--- src/rtl/conv1_win_ctrl.sv ---
// rtl/conv1_win_ctrl.sv - raster-scan 5x5 window controller for conv1 (optional err output: CONV1_WIN_ERR_EN)
module conv1_win_ctrl #(
    parameter int IMG_W = 28,
    parameter int IMG_H = 28,
    parameter int K     = 5
) (
    input  logic       clk,
    input  logic       rst_n,
    input  logic       start,
    input  logic       pixel_valid,
    output logic       win_valid,
    output logic [4:0] out_row,
    output logic [4:0] out_col,
    output logic       busy,
`ifdef CONV1_WIN_ERR_EN
    output logic       err,
`endif
    output logic       frame_done
);

    typedef enum logic [1:0] {
        IDLE = 2'd0,
        RUN  = 2'd1,
        DONE = 2'd2
    } state_t;

    // Five-bit counters cover images up to 32x32; the last index is 31.
    localparam logic [4:0] LAST_COL = 5'(IMG_W - 1);
    localparam logic [4:0] LAST_ROW = 5'(IMG_H - 1);
    localparam logic [4:0] KM1      = 5'(K - 1);

    state_t     state;
    logic [4:0] in_row;
    logic [4:0] in_col;

    // Frame FSM: raster counters, registered window strobe/coordinates, busy and frame_done.
    always_ff @(posedge clk) begin
        if (!rst_n) begin
            state      <= IDLE;
            in_row     <= 5'd0;
            in_col     <= 5'd0;
            win_valid  <= 1'b0;
            out_row    <= 5'd0;
            out_col    <= 5'd0;
            busy       <= 1'b0;
            frame_done <= 1'b0;
        end else begin
            win_valid  <= 1'b0;
            frame_done <= 1'b0;
            case (state)
                IDLE: begin
                    if (start) begin
                        state  <= RUN;
                        busy   <= 1'b1;
                        in_row <= 5'd0;
                        in_col <= 5'd0;
                    end
                end
                RUN: begin
                    if (pixel_valid) begin
                        // A window closes on every pixel whose bottom-right corner is in range.
                        if (in_row >= KM1 && in_col >= KM1) begin
                            win_valid <= 1'b1;
                            out_row   <= in_row - KM1;
                            out_col   <= in_col - KM1;
                        end
                        if (in_col == LAST_COL) begin
                            in_col <= 5'd0;
                            if (in_row == LAST_ROW) begin
                                state <= DONE;
                            end else begin
                                in_row <= in_row + 5'd1;
                            end
                        end else begin
                            in_col <= in_col + 5'd1;
                        end
                    end
                end
                DONE: begin
                    // Last window strobe is out this cycle; frame_done follows it.
                    frame_done <= 1'b1;
                    busy       <= 1'b0;
                    state      <= IDLE;
                end
                default: begin
                    state <= IDLE;
                    busy  <= 1'b0;
                end
            endcase
        end
    end

`ifdef CONV1_WIN_ERR_EN
    // Sticky protocol error: start during a frame, or pixels with no frame open.
    always_ff @(posedge clk) begin
        if (!rst_n) begin
            err <= 1'b0;
        end else begin
            case (state)
                IDLE: begin
                    if (start) begin
                        err <= 1'b0;
                    end else if (pixel_valid) begin
                        err <= 1'b1;
                    end
                end
                RUN: begin
                    if (start) begin
                        err <= 1'b1;
                    end
                end
                default: begin
                    err <= err;
                end
            endcase
        end
    end
`endif

endmodule

--- config.mk ---
export PLATFORM = sky130hd
export DESIGN_NAME = conv1_win_ctrl
export DESIGN_NICKNAME = d
export VERILOG_FILES = /design/src/rtl/conv1_win_ctrl.sv
export SDC_FILE = /design/constraint.sdc
export NUM_CORES = 1
export LEC_CHECK = 0
export ABC_AREA = 1
export CAP_MARGIN = 30
export CORE_UTILIZATION = 58
export CTS_CLUSTER_DIAMETER = 120
export CTS_CLUSTER_SIZE = 30
export DETAILED_ROUTE_END_ITERATION = 10
export PLACE_DENSITY = 0.82
export SLEW_MARGIN = 20
export SYNTH_ARGS = -nofsm -noshare
export SYNTH_HDL_FRONTEND = slang
export SYNTH_SLANG_ARGS = --single-unit
export TNS_END_PERCENT = 1
--- constraint.sdc ---
create_clock -name clk -period 3.6 [get_ports clk]
set_clock_uncertainty 0.1 [all_clocks]
set_input_delay 0.72 -clock clk [delete_from_list [all_inputs] [get_ports clk]]
set_output_delay 0.72 -clock clk [all_outputs]
set_load 0.05 [all_outputs]
; Yosys cells after proc, flatten, opt, wreduce, memory -nomap -nowiden
; Index checks and enable logic that the tools add are counted.
[totals]
memories = 0
ram_bits = 0
in_bits = 4
register_bits = 25
wordCells = 50
output_inout_bits = 13
latchBits = 0
mem_bits_ro = 0
[classes]
magnitude_cmp = 2
mux = 17
n_div = 0
n_reduce_logical = 9
n_bitwise = 1
eq_ne = 9
multipliers = 0
shift = 0
addsub = 4
[op_table]
columns = cell, count
row1 = 5-bit 2-to-1 mux, 6
row2 = 5-bit one-hot mux with 2 select lines, 2
row3 = 5-bit by 1-bit adder with 5-bit output (second input constant), 2
row4 = 5-bit == test (second input constant), 2
row5 = 5-bit by 3-bit greater-or-equal comparator with 1-bit output (second input constant), 2
row6 = 2-bit inequality test (second input constant), 5
row7 = 5-bit by 3-bit subtractor with 5-bit output (second input constant), 2
row8 = 3-bit AND reduction, 3
row9 = 2-bit 2-to-1 mux, 4
row10 = 5-bit AND reduction, 1
row11 = 2-bit one-hot mux with 2 select lines, 1
row12 = 4-bit AND reduction, 1
row13 = 1-bit 2-to-1 mux, 3
row14 = 2-bit by 1-bit == test with 1-bit output (second input constant), 1
row15 = 2-bit == test (second input constant), 1
row16 = 2-bit zero test, 1
row17 = 1-bit one-hot mux with 2 select lines, 1
row18 = 2-bit AND reduction, 1
row19 = 2-bit nonzero test, 1
row20 = 1-bit logical AND, 1
row21 = 1-bit NOT, 1

; Logic depth before layout (Yosys ltp)
; Gate-level depths: netlist of run 1.
[depth]
ltp_word = 5
ltp_mapped = 9
ltp_nobuf = 9

; Worst setup path before layout of run 1
; Ideal clock, no wire load.
[synth_path]
path_type = input to register
start = in pixel_valid
end = reg in_row[0]
slack_ps = 2121
stages = 5
path_buffers = 0
t_required_ps = 3385
arrival_time_ps = 1264
setup_ps = 115
cell_sequence = nand2_4 > a21oi_4 > nand3_2 > a21oi_1 > nor2_1
[synth_between]
elab_chain_len = 2
[synth_rtl]
columns = item, line_no
row1 = "start, declared", 10  ; input logic pixel_valid,
row2 = 2-bit inequality test (no line), n/a
row3 = 5-bit AND reduction (no line), n/a
row4 = "end signal, assigned", 72  ; in_row <= in_row + 5'd1;
row5 = "end, declared", 33  ; logic [4:0] in_row;
; No other way between the ends.
; A chain may end at the register's enable or synchronous reset.

; Final worst setup path of run 1
[layout_path]
start = reg out_col[0]
end = out out_col[0]
[layout_rtl]
columns = item, line_no
row1 = "start, declared", 13  ; output logic [4:0] out_col,
row2 = "start signal, assigned", 65  ; out_col <= in_col - KM1;
; No word-level cell between the ends.

==> results by group, run 1 <==
Clocking
  • H-tree lvl count: 1
  • Hold-fix buffers at CTS: 0
  • Clk_lat worst skew: 0.30 ns
  • Total clock sinks: 25
  • Postcts setup bufs: 0
  • Root Buffer: clkbuf_4
  • CTS tree: built
  • Worst-path clk slew: 0.13 ns
  • Max clock buf depth: 2
  • PostCTS Resize Cnt: 0
  • CTS Buf Count: 3

Setup path
  • Startpoint Class: flop
  • Crit path arrival time: 1.46 ns
  • Top Family by Delay on Critical Path: buffers and inverters
  • Reg2reg path depth: 7
  • CP max stage cell: clkdlybuf4s50_1
  • CP cell instances: clkdlybuf4s50_1
  • Delay of the slowest critical-path stage: 0.80 ns
  • Crit Path Max Fanout: 2
  • CP Depth: 1
  • Buf/Inv on CP: 1
  • Req. time, crit path: 2.78 ns
  • Setup CP Type: flop to output port
  • CP Capture Type: output port

Final layout
  • Most common cell after layout, fill and taps aside: nand2_1
  • Most frequent cells in the layout: nand2_1, dfxtp_1, a21oi_1
  • FILL cells: 188
  • Final std cells w/o fill: 218
  • Antenna cells: 0
  • Layout cells sized above 1: 0.116
  • Area Growth Syn to Fin: 13.4%
  • Final #Nets: 207

Synth
  • Synth top area share: 0.364
  • YS warnings: 0
  • Post-synthesis cell count: 176
  • Synth area leader: dfxtp_1
  • Synthesized area: 1370 um^2
  • Yosys reg bits: 25
  • Number of distinct library cells after synthesis: 25
  • Mean Syn Cell Area: 7.81 um^2
  • Syn_nets: 192
  • Register area share after synthesis: 0.364
  • Largest cells by area after synthesis: dfxtp_1, ha_1, nand2_1

Drt
  • DRT iter0 DRCs: 18
  • Vias/cell: 5.25
  • Routed WL: 2440 um
  • # DRC: 0
  • Wirelength per Cell: 11.2 um
  • Final ANT Viol Nets: 0
  • Drt first pass iters: 4
  • DR vias: 1144

Placed design
  • Final HPWL DP: 1910 um
  • GPL Wtd Cong: 0.839
  • PortBufs: 16
  • Placed Cells: 214

GRT
  • Remaining Overflow, GRT: 0
  • Gr usage total: 0.215
  • First-pass GRT wire length: 4250 um
  • Initial antenna violation count: 0
  • Pin count of the biggest net entering global routing: 17
  • Vias in the first global route: 1049

Floorplan
  • Num rows: 17
  • Top-Level Pins: 17
  • Width of the die: 50.7 um
  • Die area: 2570 um^2
  • Chip height: 50.7 um
  • Core area: 2210 um^2
  • Starting density of the core: 0.621

STA
  • Final setup vio count: 0
  • Slew @ Worst Pin: 0.500 ns
  • Fin crit share: 0.634
  • Final Critical Period: 2.28 ns
  • Worst slew margin: 0.666
  • Fmax: 438 MHz
  • RSZ-0062 raised after global routing: false
  • Worst hold slack: 0.371 ns
  • Final hold vios: 0
  • Final setup TNS: 0 ns
  • Fin. max-slew vios: 0

Power
  • PwrDens: 345 nW/um^2
  • Leak Pwr: 0.618 nW
  • Final Power: 0.537 mW
  • Maximum vdd drop: 0.235 mV

Hold path
  • Hold Crit Class: flop to flop
  • Hold path cells: 2

Flow run
  • Max-Cap Viols: 0

Status
  • Status: finished, final reports clean
[kinds of logic (layout without fill, tap and decap cells)]
kind of cell / count (synthesis) / count (layout) / share of synthesized area
xor+xnor: 3 / 3 / 0.0191
compound gates: 23 / 23 / 0.0947
fa+ha+maj: 12 / 12 / 0.109
buf+inv: 26 / 40 / 0.0820
flops: 25 / 25 / 0.364
simple gates: 87 / 87 / 0.331
[power breakdown]
group / switching [mW] / leakage [nW] / internal, mW
clock: 0.0751 / 0.0150 / 0.0432
sequential: 0.0173 / 0.203 / 0.288
combinational: 0.0757 / 0.400 / 0.0381
total: 0.168 / 0.618 / 0.369
[flip-flops by register name (all words and copies together), names as in the netlist]
| name | flops |
|---|---|
| out_row | 5 |
| in_row | 5 |
| busy | 1 |
| out_col | 5 |
| win_valid | 1 |
| state | 2 |
| frame_done | 1 |
| in_col | 5 |
[layer usage]
metal,global-route usage,vias to the layer above,part of all wire
li1,-,604,-
met1,0.251,508,0.46
met2,0.382,28,0.48
met3,0.0333,4,0.045
met4,0.0972,0,0.013
met5,0,-,0
[worst min-delay path: cells and delay by family (launching register included)]
family / cells / cell delay, ns
AOI/OAI and AO/OA: 1 / 0.05
DFF: 1 / 0.33
and+or+nand+nor: 1 / 0.06
[layout make-up]
cell class	count	area (um^2)	share of cell area
multi-input cells	125	761	0.488
flip-flops and latches	25	500	0.321
well taps	28	35.0	0.0225
clock buffers	4	26.3	0.0169
inverters	20	75.1	0.0482
repair buffers	16	160	0.103
[per-stage QoR]
| stage | area, um^2 | util | setup WS, ns |
|---|---|---|---|
| after global routing | 1560 | 0.704 | 1.26 |
| after detailed placement | 1530 | 0.692 | 1.31 |
| final | 1560 | 0.704 | 1.32 |
| after CTS | 1560 | 0.704 | 1.29 |
| after global placement | 1530 | 0.692 | 1.37 |
| after floorplan | 1370 | - | 2.12 |
[final timing paths]
kind,endpoint,startpoint,slack (ns)
setup / recovery,out_col[0],out_col[0],1.32
hold / removal,out_col[3],out_col[3],0.37
setup reg to reg,out_row[4],in_col[0],1.79
hold reg to reg,out_col[3],out_col[3],0.37
[synth_stat cells]
| master | n |
|---|---|
| inv_1 | 17 |
| a21oi_4 | 1 |
| nor2_2 | 1 |
| clkbuf_2 | 1 |
| dfxtp_1 | 25 |
| a21oi_1 | 18 |
| clkbuf_1 | 1 |
| nand4_1 | 13 |
| buf_6 | 1 |
| nor2_4 | 3 |
| nand3_1 | 9 |
| nor3_1 | 3 |
| nor4_1 | 1 |
| xor2_1 | 3 |
| inv_2 | 3 |
| o21ai_2 | 1 |
| o21ai_1 | 3 |
| buf_4 | 1 |
| nand2_1 | 32 |
| nand2_4 | 4 |
| buf_2 | 2 |
| nand2_2 | 4 |
| nand3_2 | 2 |
| ha_1 | 12 |
| nor2_1 | 15 |
(Power assumes the default switching activity.)
==> inputs of run 2 (changes only) <==
CORE_UTILIZATION = 54   (was 58)
PLACE_DENSITY = 0.77   (was 0.82)
clock period = 2.3 ns   (was 3.6 ns; I/O delays follow)
==> results by group, run 2 (synthesized netlist as in run 1, its figures left out) <==
Clocking
  • Root Buffer: clkbuf_4
  • PostCTS Resize Cnt: 0
  • H-tree lvl count: 1
  • CTS Buf Count: 3
  • Worst-path clk slew: 0.14 ns
  • Postcts setup bufs: 0
  • Hold-fix buffers at CTS: 0
  • CTS tree: built
  • Max clock buf depth: 2
  • Clk_lat worst skew: 0.32 ns
  • Total clock sinks: 25

GRT
  • Vias in the first global route: 1038
  • Grt met2 use: 0.340
  • Initial antenna violation count: 0
  • M1 GR Usage: 0.294
  • Met3 global-route usage: 0.0290
  • Pin count of the biggest net entering global routing: 16
  • Gr usage total: 0.215
  • First-pass GRT wire length: 4450 um
  • Remaining Overflow, GRT: 0
  • Most Crowded Layer GR: met2

Floorplan
  • Num rows: 17
  • Width of the die: 52.4 um
  • Die area: 2750 um^2
  • Starting density of the core: 0.598
  • Chip height: 52.4 um
  • Top-Level Pins: 17
  • Core area: 2300 um^2

Placed design
  • GPL Wtd Cong: 0.801
  • PortBufs: 16
  • Final HPWL DP: 1960 um
  • Post-DP Area: 1550 um^2

Setup path
  • Crit Path Max Fanout: 2
  • CP Capture Type: output port
  • Startpoint Class: flop
  • Delay of the slowest critical-path stage: 0.80 ns
  • Crit path arrival time: 1.50 ns
  • CP cell instances: clkdlybuf4s50_1
  • Top Family by Delay on Critical Path: buffers and inverters
  • CP max stage cell: clkdlybuf4s50_1
  • Req. time, crit path: 1.74 ns
  • Buf/Inv on CP: 1
  • Setup CP Type: flop to output port

STA
  • RSZ-0062 raised after global routing: false
  • Final Critical Period: 2.06 ns
  • Final hold vios: 0
  • Worst slew margin: 0.669
  • Fin. max-slew vios: 0
  • Final setup TNS: 0 ns
  • Final setup vio count: 0
  • Fmax: 486 MHz
  • Fin crit share: 0.894
  • Slew @ Worst Pin: 0.495 ns

Power
  • PwrDens: 549 nW/um^2
  • Leak Pwr: 0.633 nW
  • Maximum vdd drop: 0.373 mV

Flow run
  • Max-Cap Viols: 0

Final layout
  • Design area: 1580 um^2
  • Most frequent cells in the layout: nand2_1, dfxtp_1, a21oi_1
  • Most common cell after layout, fill and taps aside: nand2_1
  • Final #Nets: 210
  • Layout cells sized above 1: 0.135
  • Area Growth Syn to Fin: 15.3%
  • Antenna cells: 0

Drt
  • Routed WL: 2620 um
  • Vias/cell: 5.32
  • Wirelength per Cell: 11.9 um
  • DR vias: 1175
  • # DRC: 0
  • Final ANT Viol Nets: 0
  • Drt first pass iters: 4
  • DRT iter0 DRCs: 37

Status
  • Status: finished, final reports clean

Hold path
  • Hold Crit Class: flop to flop
run 2: worst min-delay path, stage by stage (launching register included):
cell	delay, ns
dfxtp_1	0.34
nand2_1	0.06
a21oi_1	0.05
run 2: metal layers:
metal / routed length (um) / vias to the layer above
met1: 1300 / 532
met4: 17 / 0
met2: 1210 / 26
met5: 0 / -
li1: - / 615
met3: 93 / 2
run 2: metrics by stage:
step	total power [mW]	util	hold slack, ns	worst slack [ns]	instances
2_1_floorplan	0.630	-	0.368	0.886	176
3_3_place_gp	0.666	0.676	0.351	0.472	217
3_5_place_dp	0.673	0.676	0.352	0.435	217
4_1_cts	0.872	0.690	0.371	0.240	221
5_1_grt	0.918	0.690	0.390	0.194	221
6_report	0.870	0.690	0.372	0.243	221
run 2: cell type report:
cell class / instances / area [um^2]
Multi-Input combinational cell: 125 / 761
Timing Repair Buffer: 19 / 183
Tap cell: 28 / 35.0
Fill cell: 193 / 713
Clock buffer: 3 / 22.5
Sequential cell: 25 / 500
Inverter: 20 / 75.1
Clock inverter: 1 / 7.51
run 2: worst paths after layout:
check                  start          to  slack (ns)  cells after the start
hold reg to reg   out_col[0]  out_col[0]        0.37                      2
setup / recovery  out_col[3]  out_col[3]        0.24                      1
setup reg to reg   in_row[0]  out_row[4]        0.48                      7
hold / removal    out_col[0]  out_col[0]        0.37                      2
run 2: where the power goes:
part           switching, mW  leakage, nW  total [mW]  internal, mW
sequential            0.0277        0.203       0.478         0.451
combinational          0.123        0.416       0.186        0.0630
clock                  0.139       0.0139       0.205        0.0664
total                  0.290        0.633       0.870         0.580
